### config.mk
export PLATFORM = sky130hd
export DESIGN_NAME = uart_rx_framer
export DESIGN_NICKNAME = d
export VERILOG_FILES = /design/src/rtl/uart_rx_framer.sv
export SDC_FILE = /design/constraint.sdc
export NUM_CORES = 1
export LEC_CHECK = 0
export ABC_AREA = 1
export BUFFER_PORTS_ARGS = -buffer_cell sky130_fd_sc_hd__buf_2
export CORE_MARGIN = 2
export CORE_UTILIZATION = 30
export CTS_CLUSTER_DIAMETER = 100
export DETAILED_ROUTE_END_ITERATION = 8
export GPL_TIMING_DRIVEN = 1
export PLACE_DENSITY = 0.54
export SLEW_MARGIN = 20
export SYNTH_ARGS = -nofsm -noshare
export SYNTH_HDL_FRONTEND = slang
export SYNTH_SLANG_ARGS = --single-unit
### constraint.sdc
create_clock -name clk -period 1.37 [get_ports clk]
set_clock_uncertainty 0.1 [all_clocks]
set_input_delay 0.274 -clock clk [delete_from_list [all_inputs] [get_ports clk]]
set_output_delay 0.274 -clock clk [all_outputs]
set_load 0.02 [all_outputs]
### src/rtl/uart_rx_framer.sv
// uart_rx_framer
// ---------------------------------------------------------------------------
// UART receive framer. It detects a start edge on the synchronised serial
// line, runs an external RX baud generator through baud_en, and assembles
// 8 data bits LSB-first. It can check an optional parity bit, and then
// checks the stop bit. Good bytes land in a one-entry holding register that
// uses a valid/ready handshake. Errors are reported as single-cycle pulses.
//
// Build option:
//   UART_RX_PARITY_EN  defined   -> 8 data + 1 parity + 1 stop (8E1 / 8O1)
//                      undefined -> 8N1, parity_err tied low
//
// Parameters:
//   PARITY_ODD  0 = even parity, 1 = odd parity (used with UART_RX_PARITY_EN)
//
// Ports:
//   clk         system clock, rising edge
//   rst         asynchronous active-high reset
//   rxd         asynchronous serial input, idles high
//   baud_tick   one-cycle sample strobe from the RX baud generator
//   baud_en     enables the RX baud generator while a frame is in progress
//   rx_data     received byte, stable while rx_valid is high
//   rx_valid    holding register is full
//   rx_ready    consumer accepts the byte when rx_valid & rx_ready
//   frame_err   one-cycle pulse: stop bit sampled low
//   parity_err  one-cycle pulse: parity mismatch
//   overrun     one-cycle pulse: good byte dropped because holding was full
//
// State table:
//   state     | meaning
//   ----------+--------------------------------------------------------
//   IDLE      | line idle, waiting for a 1->0 transition on rxd_s
//   DATA      | sampling the 8 data bits, one per baud_tick
//   PARITY    | sampling the parity bit (parity build only)
//   STOP      | sampling the stop bit and deciding the frame's fate
//   WAIT_HIGH | framing error/break seen, waiting for the line to go high
// ---------------------------------------------------------------------------
module uart_rx_framer #(
  parameter int PARITY_ODD = 0
) (
  input  logic       clk,
  input  logic       rst,
  input  logic       rxd,
  input  logic       baud_tick,
  output logic       baud_en,
  output logic [7:0] rx_data,
  output logic       rx_valid,
  input  logic       rx_ready,
  output logic       frame_err,
  output logic       parity_err,
  output logic       overrun
);

  typedef enum logic [2:0] {
    IDLE      = 3'd0,
    DATA      = 3'd1,
    PARITY    = 3'd2,
    STOP      = 3'd3,
    WAIT_HIGH = 3'd4
  } state_t;

  state_t     state;
  state_t     state_next;

  logic       rxd_meta;
  logic       rxd_s;
  logic       rxd_prev;
  logic       start_edge;

  logic [7:0] shift_reg;
  logic [7:0] shift_next;
  logic [2:0] bit_cnt;
  logic [2:0] bit_cnt_next;

  logic       frame_good;
  logic       frame_fault;

`ifdef UART_RX_PARITY_EN
  localparam logic PAR_SENSE = (PARITY_ODD != 0);

  logic       par_bad;
  logic       parity_sample;
  logic       parity_fault;
  logic       parity_err_q;
`endif

  // Only 0 and 1 are meaningful for the parity sense.
  if (PARITY_ODD != 0 && PARITY_ODD != 1) begin : g_cfg_check
    $error("uart_rx_framer: PARITY_ODD must be 0 or 1");
  end

  // -------------------------------------------------------------------------
  // Input synchroniser plus one history flop for edge detection. All three
  // flops reset high, so an idle line can never look like a start edge
  // right after reset.
  // -------------------------------------------------------------------------
  always_ff @(posedge clk or posedge rst) begin
    if (rst) begin
      rxd_meta <= 1'b1;
      rxd_s    <= 1'b1;
      rxd_prev <= 1'b1;
    end else begin
      rxd_meta <= rxd;
      rxd_s    <= rxd_meta;
      rxd_prev <= rxd_s;
    end
  end

  assign start_edge = rxd_prev & ~rxd_s;

  // -------------------------------------------------------------------------
  // FSM state register
  // -------------------------------------------------------------------------
  always_ff @(posedge clk or posedge rst) begin
    if (rst) begin
      state <= IDLE;
    end else begin
      state <= state_next;
    end
  end

  // -------------------------------------------------------------------------
  // FSM next-state and datapath control
  // -------------------------------------------------------------------------
  always_comb begin
    state_next   = state;
    shift_next   = shift_reg;
    bit_cnt_next = bit_cnt;
    frame_good   = 1'b0;
    frame_fault  = 1'b0;
`ifdef UART_RX_PARITY_EN
    parity_sample = 1'b0;
    parity_fault  = 1'b0;
`endif

    unique case (state)
      IDLE: begin
        // baud_tick is deliberately ignored here.
        if (start_edge) begin
          state_next   = DATA;
          bit_cnt_next = '0;
        end
      end

      DATA: begin
        if (baud_tick) begin
          shift_next   = {rxd_s, shift_reg[7:1]};
          bit_cnt_next = bit_cnt + 3'd1;
          if (bit_cnt == 3'd7) begin
`ifdef UART_RX_PARITY_EN
            state_next = PARITY;
`else
            state_next = STOP;
`endif
          end
        end
      end

`ifdef UART_RX_PARITY_EN
      PARITY: begin
        if (baud_tick) begin
          parity_sample = 1'b1;
          state_next    = STOP;
        end
      end
`endif

      STOP: begin
        if (baud_tick) begin
          if (!rxd_s) begin
            // A framing error takes priority over a parity mismatch.
            frame_fault = 1'b1;
            state_next  = WAIT_HIGH;
          end
`ifdef UART_RX_PARITY_EN
          else if (par_bad) begin
            parity_fault = 1'b1;
            state_next   = IDLE;
          end
`endif
          else begin
            frame_good = 1'b1;
            state_next = IDLE;
          end
        end
      end

      WAIT_HIGH: begin
        // A held-low line (break) must not be taken as a new start bit.
        // We leave only once the line is high again, so IDLE then needs a
        // real 1->0 transition.
        if (rxd_s) begin
          state_next = IDLE;
        end
      end

      default: begin
        state_next = IDLE;
      end
    endcase
  end

  // -------------------------------------------------------------------------
  // Datapath, baud enable, holding register and error pulses
  // -------------------------------------------------------------------------
  always_ff @(posedge clk or posedge rst) begin
    if (rst) begin
      shift_reg <= '0;
      bit_cnt   <= '0;
      baud_en   <= 1'b0;
      rx_data   <= '0;
      rx_valid  <= 1'b0;
      frame_err <= 1'b0;
      overrun   <= 1'b0;
    end else begin
      shift_reg <= shift_next;
      bit_cnt   <= bit_cnt_next;

      // baud_en is registered from the next state. It therefore rises on
      // the edge that detects the start bit and falls on the stop-tick edge.
      baud_en   <= (state_next == DATA) || (state_next == PARITY) ||
                   (state_next == STOP);

      frame_err <= frame_fault;
      overrun   <= 1'b0;

      if (frame_good) begin
        // A byte accepted on this same edge frees the slot for the new byte.
        if (!rx_valid || rx_ready) begin
          rx_data  <= shift_reg;
          rx_valid <= 1'b1;
        end else begin
          overrun  <= 1'b1;
        end
      end else if (rx_valid && rx_ready) begin
        rx_valid <= 1'b0;
      end
    end
  end

`ifdef UART_RX_PARITY_EN
  // -------------------------------------------------------------------------
  // Parity check. At the parity tick the shift register already holds all
  // 8 data bits. The mismatch flag is held until the stop bit is judged.
  // -------------------------------------------------------------------------
  always_ff @(posedge clk or posedge rst) begin
    if (rst) begin
      par_bad      <= 1'b0;
      parity_err_q <= 1'b0;
    end else begin
      parity_err_q <= parity_fault;
      if (parity_sample) begin
        par_bad <= rxd_s ^ ((^shift_reg) ^ PAR_SENSE);
      end else if (state == IDLE) begin
        par_bad <= 1'b0;
      end
    end
  end

  assign parity_err = parity_err_q;
`else
  assign parity_err = 1'b0;
`endif

endmodule

Yosys cells after proc, flatten, opt, wreduce, memory -nomap -nowiden
Index checks and enable logic that the tools add are counted.

storage, ports and cells
  register bits = 29
  bits of input ports = 5
  output and inout port bits = 13
  word-level logic and storage cells = 57

operators by class
  $add $sub $neg = 1
  equal/unequal tests = 10
  multiplexer cells = 21
  bitwise gates (word level) = 2
  reductions and logical operators = 12

operators by type and width
  kind                                                 number
  2-to-1 mux 3 bit                                     8
  one-hot mux 3 bit (4 select lines)                   1
  2-to-1 mux 1 bit                                     11
  equality test 3 x 2 -> 1 bit, second input constant  3
  equality test 3 x 1 -> 1 bit, second input constant  2
  equality test 3 bit, second input constant           2
  one-hot mux 3 bit (2 select lines)                   1
  AND reduction 2 bit                                  3
  != test 2 bit, second input constant                 2
  nonzero test 2 bit                                   2
  adder 3 x 1 -> 3 bit, second input constant          1
  zero test 3 bit                                      1
  logical OR 1 bit                                     3
  AND reduction 3 bit                                  1
  != test 2 x 1 -> 1 bit, second input constant        1
  bitwise AND 1 bit                                    1
  logical AND 1 bit                                    1
  zero test 1 bit                                      1
  NOT 1 bit                                            1

Longest topological paths before layout
  depth after elaboration = 7
  mapped depth = 6

Worst setup path before layout
OpenSTA, ideal clock, no wires.

  path kind = reg-to-reg
  from = reg rxd_s
  to = reg rx_data[0]
  arrival time = 0.965 ns
  slack = 0.188 ns
  stages on the path, launching flop included = 6
  path buffers = 0
  cell sequence = dfstp_2 -> nand2_1 -> inv_2 -> nand3_4 -> nand2_1 -> nand2_1

on the way
  word-level cells in the longest chain between the ends = 4

ends and longest elaborated chain
  what                           RTL line  source
  start: declaration             66        logic rxd_s;
  start signal: assignment       104       rxd_s <= rxd_meta;
  2-to-1 mux 1 bit               170       if (!rxd_s) begin
  2-to-1 mux 1 bit               169       if (baud_tick) begin
  2-to-1 mux 1 bit               136       unique case (state)
  AND reduction 2 bit (no line)  --
  end signal: assignment         230       rx_data <= shift_reg;
  end: declaration               46        output logic [7:0] rx_data,

Every way passes these cells.
A chain may end at the register's enable or synchronous reset.

Final worst setup path
  from = reg rxd_s
  to = reg rx_data[5]

The elaborated chain is that of the path after synthesis.

==> results.rst <==
.. list-table::
   :header-rows: 1

   * - Metric
     - Value
   * - Number of antenna violations at the first check in global routing
     - 0
   * - Post-route cell area
     - around 1500 um^2
   * - Startpoint type of the worst setup path
     - flip-flop
   * - Vias after detailed routing
     - 869
   * - Synth Net Count
     - 131
   * - Worst reg-to-reg path cell count
     - 5
   * - Number of nets with antenna violations after routing
     - 0
   * - Final period demand of the worst path
     - between 1 and 1.5 ns
   * - Number of distinct library cells after synthesis
     - 21
   * - Floorplan core area
     - between 3000 and 4000 um^2
   * - Critical hold path startpoint
     - baud_tick
   * - MaxCap Viol Count
     - 0
   * - Fraction of the yosys area taken by sequential cells
     - about three fifths
   * - Worst Path Required
     - ~1.5 ns
   * - Max Root-Sink Buffers
     - 2
   * - Number of buffers added by the clock tree synthesis step
     - 5
   * - Clock insertion delay at the later pin of the skew report
     - between 0.2 and 0.3 ns
   * - Top post-synthesis cells by area
     - sky130_fd_sc_hd__dfrtp_1 53%, sky130_fd_sc_hd__nand2_1 15%, sky130_fd_sc_hd__dfstp_2 6.5%
   * - Area share of the leading cell type in the synthesized netlist
     - between 50 and 60%
   * - Leading area contributor after synthesis
     - sky130_fd_sc_hd__dfrtp_1
   * - Total die area
     - 4580 um^2
   * - Flip-flop and latch count after synthesis
     - 29
   * - Post-synth design cell area
     - approximately 1200 um^2
   * - Global placement routability congestion
     - about 0.75
   * - Instance count along the most critical hold path
     - 3
   * - Flip-flop cell with the highest count after synthesis
     - sky130_fd_sc_hd__dfrtp_1
   * - Clock root buffer
     - sky130_fd_sc_hd__clkbuf_8
   * - Endpoints failing hold
     - 0
   * - Buffers added on ports
     - 16
   * - Total power after layout
     - 2.61 mW
   * - Slew Viols, Final
     - 0
   * - Global routing usage summed across all routing layers
     - between 10% and 20%
   * - Average detailed-routed wire length per instance
     - between 10 and 15 um
   * - Summed negative setup slack over all endpoints
     - 0 ns
   * - Clock tree from TritonCTS
     - yes
   * - Floorplan die width
     - 67.7 um
   * - Std-Cell Rows
     - 23
   * - Wire length of the first global-routing pass
     - around 3900 um
   * - Setup repair after global routing missed its margin
     - no
   * - Pin count of the biggest net entering global routing
     - 13
   * - Final setup fails
     - 0
   * - Status
     - finished clean
   * - Clock sink count
     - 29
   * - DP Wirelength
     - 1680 um
   * - Achievable Freq
     - 0.806 GHz
   * - Worst vdd ir
     - 502 uV
   * - Static Leak
     - around 0.84 nW
   * - Class of the most critical setup path
     - flip-flop to flip-flop
   * - Gate count of the mapped netlist
     - 124
   * - Number of inserted diodes
     - 0
   * - Timing startpoint of the critical path
     - rxd_s$_DFF_PP1_
   * - Power per Cell Area
     - 1730 nW/um^2
   * - Most common library cells after synthesis
     - 49 x sky130_fd_sc_hd__nand2_1, 26 x sky130_fd_sc_hd__dfrtp_1, 8 x sky130_fd_sc_hd__inv_1, 8 x sky130_fd_sc_hd__nand3_1, 8 x sky130_fd_sc_hd__nand4_1
   * - Count of TritonRoute iterations in the first routing pass
     - 4
   * - Ys async rst share
     - between 90% and 100%
   * - DRC viols
     - 0
   * - Dominant cell by count in the synthesized netlist
     - sky130_fd_sc_hd__nand2_1
   * - Class of the tightest hold or removal check
     - input pin to flip-flop
   * - Number of enable-type register cells in the synthesized netlist
     - 0
   * - Total routed wirelength
     - 2230 um
   * - Syn_area_per_cell
     - around 9.8 um^2
   * - Via-per-instance ratio
     - 4.24
   * - GRT overflow
     - 0
   * - Number of warnings reported in the yosys synthesis log
     - 0
   * - Via count of the first global-routing pass
     - ~900
   * - Area added between synthesis and finish
     - 24.1%
   * - Post-CTS setup buffer count
     - 0
   * - Initial standard-cell utilization of the core
     - between 30% and 40%
   * - Clock edge transition at the registers on the reported setup and hold paths
     - about 0.060 ns
   * - Overall die height
     - 67.7 um
   * - Starting DRC count in detailed routing
     - a little under 70
   * - Worst reg2reg startpoint
     - rxd_s$_DFF_PP1_
   * - Sequential standard cell area
     - 729 um^2
   * - H-tree depth
     - 2
   * - Top-Level Pins
     - 18
   * - Placed cell areas
     - 1390 um^2
   * - Layout net count
     - about 160
   * - Share of final-layout standard cells stronger than drive strength 1
     - between 30% and 40%
   * - Post-route fraction of the period consumed by the critical path
     - slightly above 90%
   * - Area of combinational cells with multiple inputs
     - ~400 um^2
   * - Fill cell total of the finished layout
     - about 400
   * - Setup crit end kind
     - flip-flop
   * - Critical path arrival
     - 1.36 ns
   * - Critical-path maximum fanout
     - 8
==> metal layers <==
layer	up-vias	wire (um)	GRT usage [%]
met5	-	0	0
met3	5	116	5.00
met4	0	44	6.12
met1	401	1010	13.0
met2	14	1070	19.4
li1	449	-	-
==> stage by stage <==
step | setup WS (ns) | util (%) | cells | hold slack [ns]
6_report | 0.129 | 38.3 | 205 | 0.195
5_1_grt | 0.0212 | 38.3 | 205 | 0.187
4_1_cts | 0.128 | 38.3 | 205 | 0.186
3_5_place_dp | 0.138 | 35.2 | 195 | 0.142
3_3_place_gp | 0.174 | 35.2 | 195 | 0.134
2_1_floorplan | 0.188 | - | 124 | 0.178
==> critical path: stages (launching register included) <==
cell and delay (ns):
sky130_fd_sc_hd__dfstp_2 0.58, sky130_fd_sc_hd__nand2_1 0.08, sky130_fd_sc_hd__inv_2 0.08, sky130_fd_sc_hd__buf_4 0.15, sky130_fd_sc_hd__nand4_1 0.11, sky130_fd_sc_hd__nand2_1 0.08
==> cell usage in the layout, fill, tap and decap left out <==
| master | Yosys | final |
|---|---|---|
| sky130_fd_sc_hd__o21ai_2 | 1 | 1 |
| sky130_fd_sc_hd__nand3_4 | 1 | 1 |
| sky130_fd_sc_hd__clkbuf_8 | 0 | 7 |
| sky130_fd_sc_hd__inv_1 | 8 | 8 |
| sky130_fd_sc_hd__nand2_2 | 2 | 2 |
| sky130_fd_sc_hd__ha_1 | 2 | 2 |
| sky130_fd_sc_hd__nand4_2 | 1 | 1 |
| sky130_fd_sc_hd__o21ai_0 | 1 | 1 |
| sky130_fd_sc_hd__nand3_1 | 8 | 8 |
| sky130_fd_sc_hd__nor3_2 | 1 | 1 |
| sky130_fd_sc_hd__dfrtp_1 | 26 | 26 |
| sky130_fd_sc_hd__conb_1 | 1 | 1 |
| sky130_fd_sc_hd__inv_2 | 2 | 2 |
| sky130_fd_sc_hd__nand2_1 | 49 | 49 |
| sky130_fd_sc_hd__clkinv_2 | 0 | 1 |
| sky130_fd_sc_hd__dfstp_2 | 3 | 3 |
| sky130_fd_sc_hd__buf_4 | 1 | 10 |
| sky130_fd_sc_hd__nand4_1 | 8 | 8 |
| sky130_fd_sc_hd__dlygate4sd3_1 | 0 | 2 |
| sky130_fd_sc_hd__buf_2 | 1 | 16 |
| sky130_fd_sc_hd__nor2_4 | 1 | 1 |
| sky130_fd_sc_hd__nand2_4 | 1 | 1 |
| sky130_fd_sc_hd__nor2_1 | 3 | 3 |
==> where the power goes <==
group	leakage [nW]	switching, mW	internal (mW)
clock network	0.0542	0.318	0.453
registers	0.374	0.155	1.08
logic	0.415	0.364	0.235
==> final cells by class <==
cell class / count / share of cell area [%]
well taps: 50 / 4.15
multi-input cells: 80 / 26.7
repair buffers: 28 / 11.6
inverters: 10 / 2.49
flip-flops and latches: 29 / 48.3
clock buffers: 7 / 6.38
clock inverters: 1 / 0.332
==> logic make-up after synthesis <==
family | Yosys count | synth area share (%)
AND/OR/NAND/NOR | 75 | 29.6
buffers and inverters | 15 | 6.89
flip-flops | 29 | 60.0
AO/OA/AOI/OAI | 2 | 1.13
adder cells (fa/ha/maj) | 2 | 2.06
other | 1 | 0.308
==> what timing repair did <==
action | in CTS | in global routing
resized for setup | 0 | 0
endpoints found under the hold margin | 8 | 0
hold buffers | 2 | 0
==> final timing paths <==
kind	slack, ns	endpoint
min reg2reg	0.26	rxd_s$_DFF_PP1_
max reg2reg	0.13	rx_data[5]$_DFFE_PP0P_
max	0.13	rx_data[5]$_DFFE_PP0P_
min in group asynchronous	0.39	rx_data[5]$_DFFE_PP0P_
min	0.19	overrun$_DFF_PP0_
max in group asynchronous	0.24	rxd_prev$_DFF_PP1_
(Power assumes the default switching activity.)
